==> src/rtl/cgra_lsu_arbiter_if.sv <==
// Tile load/store bus and single memory port seen by the LSU arbiter.
// master: arbiter side (drives grants, rvalids, memory request); slave: tiles + memory.
interface cgra_lsu_arbiter_if #(
   parameter int NB_TILES = 16,
   parameter int DWIDTH   = 32
);
   logic [NB_TILES-1:0]        Tile_Req_I;
   logic [NB_TILES-1:0]        Tile_We_I;
   logic [NB_TILES*DWIDTH-1:0] Tile_Addr_I;
   logic [NB_TILES*DWIDTH-1:0] Tile_Wdata_I;
   logic [NB_TILES-1:0]        Tile_Grant_O;
   logic [NB_TILES-1:0]        Tile_Rvalid_O;
   logic [DWIDTH-1:0]          Tile_Rdata_O;
   logic                       Mem_Req_O;
   logic                       Mem_We_O;
   logic [DWIDTH-1:0]          Mem_Addr_O;
   logic [DWIDTH-1:0]          Mem_Wdata_O;
   logic [3:0]                 Mem_Be_O;
   logic                       Mem_Gnt_I;
   logic                       Mem_Rvalid_I;
   logic [DWIDTH-1:0]          Mem_Rdata_I;

   modport master (
      input  Tile_Req_I, Tile_We_I, Tile_Addr_I, Tile_Wdata_I,
      output Tile_Grant_O, Tile_Rvalid_O, Tile_Rdata_O,
      output Mem_Req_O, Mem_We_O, Mem_Addr_O, Mem_Wdata_O, Mem_Be_O,
      input  Mem_Gnt_I, Mem_Rvalid_I, Mem_Rdata_I
   );

   modport slave (
      output Tile_Req_I, Tile_We_I, Tile_Addr_I, Tile_Wdata_I,
      input  Tile_Grant_O, Tile_Rvalid_O, Tile_Rdata_O,
      input  Mem_Req_O, Mem_We_O, Mem_Addr_O, Mem_Wdata_O, Mem_Be_O,
      output Mem_Gnt_I, Mem_Rvalid_I, Mem_Rdata_I
   );
endinterface

==> src/rtl/cgra_lsu_arbiter.sv <==
// Round-robin arbiter funnelling NB_TILES tile load/store requests into one memory port.
// Ports: Clk, Reset (async, active-low), bus (tile + memory signals), Busy_O.
module cgra_lsu_arbiter #(
   parameter int NB_TILES = 16,
   parameter int DWIDTH   = 32
) (
   input  logic               Clk,
   input  logic               Reset,
   cgra_lsu_arbiter_if.master bus,
   output logic               Busy_O
);
   localparam int IW = (NB_TILES > 1) ? $clog2(NB_TILES) : 1;
   localparam logic [IW:0] NT = (IW+1)'(NB_TILES);

   typedef enum logic [1:0] {
      IDLE,
      REQ,
      WAIT
   } state_t;

   state_t            state;
   logic [IW-1:0]     rr_ptr;
   logic [IW-1:0]     idx;
   logic              we_q;
   logic              req_q;
   logic              busy_q;
   logic [DWIDTH-1:0] addr_q;
   logic [DWIDTH-1:0] wdata_q;

   logic              win_vld;
   logic [IW-1:0]     win_idx;
   logic [IW:0]       sum;

   // Scan downward so the candidate closest to rr_ptr is assigned last.
   always_comb begin
      win_vld = 1'b0;
      win_idx = '0;
      sum     = '0;
      for (int k = NB_TILES - 1; k >= 0; k--) begin
         sum = {1'b0, rr_ptr} + (IW+1)'(k);
         if (sum >= NT) sum = sum - NT;
         if (bus.Tile_Req_I[sum[IW-1:0]]) begin
            win_vld = 1'b1;
            win_idx = sum[IW-1:0];
         end
      end
   end

   always_ff @(posedge Clk or negedge Reset) begin
      if (!Reset) begin
         state   <= IDLE;
         rr_ptr  <= '0;
         idx     <= '0;
         we_q    <= 1'b0;
         req_q   <= 1'b0;
         busy_q  <= 1'b0;
         addr_q  <= '0;
         wdata_q <= '0;
      end else begin
         case (state)
            IDLE: begin
               if (win_vld) begin
                  idx     <= win_idx;
                  we_q    <= bus.Tile_We_I[win_idx];
                  addr_q  <= bus.Tile_Addr_I[win_idx*DWIDTH +: DWIDTH];
                  wdata_q <= bus.Tile_Wdata_I[win_idx*DWIDTH +: DWIDTH];
                  req_q   <= 1'b1;
                  busy_q  <= 1'b1;
                  state   <= REQ;
               end
            end
            REQ: begin
               if (bus.Mem_Gnt_I) begin
                  rr_ptr <= (idx == IW'(NB_TILES - 1)) ? '0 : idx + 1'b1;
                  req_q  <= 1'b0;
                  state  <= WAIT;
               end
            end
            WAIT: begin
               if (bus.Mem_Rvalid_I) begin
                  busy_q <= 1'b0;
                  state  <= IDLE;
               end
            end
            default: begin
               req_q  <= 1'b0;
               busy_q <= 1'b0;
               state  <= IDLE;
            end
         endcase
      end
   end

   // Strobes follow the memory handshake in the same cycle.
   always_comb begin
      bus.Tile_Grant_O  = '0;
      bus.Tile_Rvalid_O = '0;
      for (int i = 0; i < NB_TILES; i++) begin
         if (idx == IW'(i)) begin
            bus.Tile_Grant_O[i]  = (state == REQ) && bus.Mem_Gnt_I;
            bus.Tile_Rvalid_O[i] = (state == WAIT) && bus.Mem_Rvalid_I && !we_q;
         end
      end
   end

   // Write enable is qualified by the request so it never lingers after a store.
   assign bus.Mem_Req_O    = req_q;
   assign bus.Mem_We_O     = req_q & we_q;
   assign bus.Mem_Addr_O   = addr_q;
   assign bus.Mem_Wdata_O  = wdata_q;
   assign bus.Mem_Be_O     = 4'hF;
   assign bus.Tile_Rdata_O = bus.Mem_Rdata_I;
   assign Busy_O           = busy_q;
endmodule

==> src/flat_wrapper.sv <==
// flat-port wrapper written by rule: the top's interface ports become plain ports
module cgra_lsu_arbiter_flat 
#(
   parameter int NB_TILES = 16,
   parameter int DWIDTH   = 32
)
  (Clk, Reset, Busy_O, bus_Tile_Req_I, bus_Tile_We_I, bus_Tile_Addr_I, bus_Tile_Wdata_I, bus_Tile_Grant_O, bus_Tile_Rvalid_O, bus_Tile_Rdata_O, bus_Mem_Req_O, bus_Mem_We_O, bus_Mem_Addr_O, bus_Mem_Wdata_O, bus_Mem_Be_O, bus_Mem_Gnt_I, bus_Mem_Rvalid_I, bus_Mem_Rdata_I);
  cgra_lsu_arbiter_if #(.NB_TILES(NB_TILES), .DWIDTH(DWIDTH)) bus_i ();
  input  logic Clk;
  input  logic Reset;
  output logic Busy_O;
  input wire logic [$bits(bus_i.Tile_Req_I)-1:0] bus_Tile_Req_I;
  input wire logic [$bits(bus_i.Tile_We_I)-1:0] bus_Tile_We_I;
  input wire logic [$bits(bus_i.Tile_Addr_I)-1:0] bus_Tile_Addr_I;
  input wire logic [$bits(bus_i.Tile_Wdata_I)-1:0] bus_Tile_Wdata_I;
  output wire logic [$bits(bus_i.Tile_Grant_O)-1:0] bus_Tile_Grant_O;
  output wire logic [$bits(bus_i.Tile_Rvalid_O)-1:0] bus_Tile_Rvalid_O;
  output wire logic [$bits(bus_i.Tile_Rdata_O)-1:0] bus_Tile_Rdata_O;
  output wire logic [$bits(bus_i.Mem_Req_O)-1:0] bus_Mem_Req_O;
  output wire logic [$bits(bus_i.Mem_We_O)-1:0] bus_Mem_We_O;
  output wire logic [$bits(bus_i.Mem_Addr_O)-1:0] bus_Mem_Addr_O;
  output wire logic [$bits(bus_i.Mem_Wdata_O)-1:0] bus_Mem_Wdata_O;
  output wire logic [$bits(bus_i.Mem_Be_O)-1:0] bus_Mem_Be_O;
  input wire logic [$bits(bus_i.Mem_Gnt_I)-1:0] bus_Mem_Gnt_I;
  input wire logic [$bits(bus_i.Mem_Rvalid_I)-1:0] bus_Mem_Rvalid_I;
  input wire logic [$bits(bus_i.Mem_Rdata_I)-1:0] bus_Mem_Rdata_I;
  assign bus_i.Tile_Req_I = bus_Tile_Req_I;
  assign bus_i.Tile_We_I = bus_Tile_We_I;
  assign bus_i.Tile_Addr_I = bus_Tile_Addr_I;
  assign bus_i.Tile_Wdata_I = bus_Tile_Wdata_I;
  assign bus_Tile_Grant_O = bus_i.Tile_Grant_O;
  assign bus_Tile_Rvalid_O = bus_i.Tile_Rvalid_O;
  assign bus_Tile_Rdata_O = bus_i.Tile_Rdata_O;
  assign bus_Mem_Req_O = bus_i.Mem_Req_O;
  assign bus_Mem_We_O = bus_i.Mem_We_O;
  assign bus_Mem_Addr_O = bus_i.Mem_Addr_O;
  assign bus_Mem_Wdata_O = bus_i.Mem_Wdata_O;
  assign bus_Mem_Be_O = bus_i.Mem_Be_O;
  assign bus_i.Mem_Gnt_I = bus_Mem_Gnt_I;
  assign bus_i.Mem_Rvalid_I = bus_Mem_Rvalid_I;
  assign bus_i.Mem_Rdata_I = bus_Mem_Rdata_I;
  cgra_lsu_arbiter #(.NB_TILES(NB_TILES), .DWIDTH(DWIDTH)) u_core (.Clk(Clk), .Reset(Reset), .bus(bus_i), .Busy_O(Busy_O));
endmodule
==> config.mk <==
export PLATFORM = sky130hd
export DESIGN_NAME = cgra_lsu_arbiter_flat
export DESIGN_NICKNAME = d
export VERILOG_FILES = /design/src/rtl/cgra_lsu_arbiter_if.sv /design/src/rtl/cgra_lsu_arbiter.sv /design/src/flat_wrapper.sv
export SDC_FILE = /design/constraint.sdc
export NUM_CORES = 1
export LEC_CHECK = 0
export ABC_AREA = 1
export CAP_MARGIN = 0
export CORE_AREA = 5 5 473 475
export CTS_CLUSTER_SIZE = 24
export DETAILED_ROUTE_END_ITERATION = 10
export DIE_AREA = 0 0 478 480
export DONT_BUFFER_PORTS = 1
export SLEW_MARGIN = 20
export SYNTH_ARGS = -nofsm -noshare
export SYNTH_HDL_FRONTEND = slang
export SYNTH_SLANG_ARGS = --single-unit
==> constraint.sdc <==
create_clock -name Clk -period 8.9 [get_ports Clk]
set_input_delay 2.225 -clock Clk [delete_from_list [all_inputs] [get_ports Clk]]
set_output_delay 2.225 -clock Clk [all_outputs]
set_load 0.01 [all_outputs]
==> results.yml <==
sta:
  fin_crit_sh: 0.7560
  fmax_ghz: 0.1486
  fin_worst_skew_ns: 0.03362
  rsz0062_at_grt: "no"
  min_period_ns: 6.728
  setup_tns_ns: 0
  worst_slew_pin_slew_ns: 1.050
  setup_viol: 0
  layout_setup_ws_ns: 2.172
  max-slew-margin-rel: 0.2998
  hold_viol: 0
  slew_viol_final: 0
detailed_routing:
  dr_total_vias: 23310
  drtAntennaViolNets: 0
  wl_per_cell_um: 32.32
  drc: 0
  via_per_inst: 4.106
  drt-total-wl_um: 183500
  drt_iter0_drc: 2779
  dr.pass1.iters: 7
grt:
  grt_pass1_vias: 20830
  grt_util_all_layers: 0.1514
  grt_pass1_wl_um: 226100
  grt_max_degree: 176
  grt.overflow.total: 0
  antenna_found_initial: 200
layout:
  drive_above_1_share: 0.03438
  stdcell_area_sq_um: 18740
  fin_nets: 3832
  area_growth_syn_to_layout_pct: 19.34
  post-route-util: 0.08561
critical_path:
  cpMaxStageDelayCell: "dfrtp_1"
  critPathLaunchType: "register"
  critPathMostFrequentCell: "nand2_1"
  cp.arrival_ns: 7.07
  cp_max_fo: 167
  worst_setup_path_end_kind: "register"
  r2r_setup_slack_ns: 2.17
  crit_type: "reg2reg"
  crit_required_ns: 9.24
  cpPeakStageDelay_ns: 0.84
cts:
  clk_latency_ns: 0.47
  numCtsBuffers: 9
  h-tree-depth: 3
  holdBufCountCts: 0
  cts-root-buf: "clkbuf_16"
  cts_sinks: 77
  cts_tree: "built"
  cts_setup_buffers: 0
  path_clk_slew_ns: 0.12
  cts_buffer_depth: 2
  cts_resized: 0
die:
  initial_core_util: 0.07174
  core_sq_um: 218900
  fp-row-count: 172
  fp.dieArea_sq_um: 229400
  die_h_um: 480
  io-pin-count: 1227
  die_w_um: 478
placed_design:
  pre_cts_ws_ns: 2.167
  gp_congestion: 1.017
  dp_hpwl_um: 154700
  io_buffers: 0
  postPlaceCellArea_sq_um: 18170
job:
  maxCapViolCount: 0
synthesis:
  ys_warn_count: 0
  synthCells: 2999
  syn_area_per_cell_sq_um: 5.236
  ys_seq_area_frac: 0.1227
  ys_ff_latch: 77
  netlist_area_sq_um: 15700
  ys_types: 33
status:
  status: "finished clean"
worst_hold_path:
  hold_path.class: "reg2reg"
## path summary, 6_finish.rpt
check                                  from  cells past startpoint                          to
max                        u_core.rr_ptr[1]                     31  u_core.bus.Mem_Wdata_O[31]
min                             u_core.we_q                      2                 u_core.we_q
max reg2reg                u_core.rr_ptr[1]                     31  u_core.bus.Mem_Wdata_O[31]
min reg2reg                     u_core.we_q                      2                 u_core.we_q
max in group asynchronous             Reset                      0   u_core.bus.Mem_Wdata_O[3]
min in group asynchronous             Reset                      0    u_core.bus.Mem_Addr_O[5]
## critical path, delay by kind of cell, from the launching register on
kind          cells  cell delay, ns
flops             1            0.84
buf+inv           5            1.32
fa+ha+maj         1            0.70
simple gates     25            3.37
## registers in the layout, summed over array words and instances (netlist names)
| name | cells |
|---|---|
| u_core.bus.Mem_Addr_O | 32 |
| u_core.bus.Mem_Wdata_O | 32 |
| u_core.idx | 4 |
| u_core.rr_ptr | 4 |
| u_core.state | 2 |
| u_core.Busy_O | 1 |
| u_core.bus.Mem_Req_O | 1 |
| u_core.we_q | 1 |
## layer usage
layer	wire length [um]	up-vias	global-route usage
met4	11350	126	0.08159
met3	23560	589	0.07693
met5	874	-	0
li1	-	9848	-
met1	59410	10740	0.1486
met2	88300	2001	0.2602
## cells by family after synthesis
kind of cell,after synthesis,synth area share
other,1,0.0002388
adder cells (fa/ha/maj),11,0.008766
AO/OA/AOI/OAI,52,0.01801
XOR/XNOR,13,0.009882
flip-flops,77,0.1227
AND/OR/NAND/NOR,2466,0.7183
buffers and inverters,379,0.1221
## Yosys cell counts, drive strengths merged
| library cell | number | area share |
|---|---|---|
| a21o | 1 | 0.00048 |
| a21oi | 39 | 0.013 |
| buf | 242 | 0.089 |
| clkbuf | 92 | 0.022 |
| clkinv | 1 | 0.00024 |
| conb | 1 | 0.00024 |
| dfrtp | 77 | 0.12 |
| ha | 11 | 0.0088 |
| inv | 44 | 0.011 |
| nand2 | 840 | 0.20 |
| nand3 | 1578 | 0.50 |
| nand3b | 1 | 0.00048 |
| nand4 | 1 | 0.00040 |
| nor2 | 36 | 0.0086 |
| nor3 | 7 | 0.0022 |
| nor4 | 3 | 0.0012 |
| o21a | 1 | 0.00048 |
| o21ai | 9 | 0.0031 |
| o22ai | 2 | 0.00080 |
| xnor2 | 3 | 0.0022 |
| xor2 | 10 | 0.0077 |
## through the flow
stage	instances	hold WS, ns
final	5677	0.5673
after global routing	5648	0.5750
after CTS	5604	0.5557
after detailed placement	5588	0.5312
after global placement	5588	0.5057
after floorplan	3002	0.4717
## cell type report
cell class	instances	area (sq um)
clock buffers	10	239.0
flip-flops and latches	77	1927
diodes	72	180.2
well taps	2871	3592
fillers	26040	200100
repair buffers	50	558.0
inverters	45	176.4
multi-input cells	2546	11950
clock inverters	6	118.9
## cells in the final DEF, fill, tap and decap left out, drive strengths merged
master / count
nand3: 1578
nand2: 840
dfrtp: 77
diode: 72
buf: 50
inv: 45
a21oi: 39
nor2: 36
ha: 11
clkbuf: 10
xor2: 10
o21ai: 9
nor3: 7
conb: 4
nor4: 3
bufinv: 3
xnor2: 3
clkinv: 3
o22ai: 2
a21o: 1
o21a: 1
nand4: 1
nand3b: 1
Power is left out: the tool's default activity adds up to more than one toggle a clock period on the data nets, which glitch-free logic cannot reach.
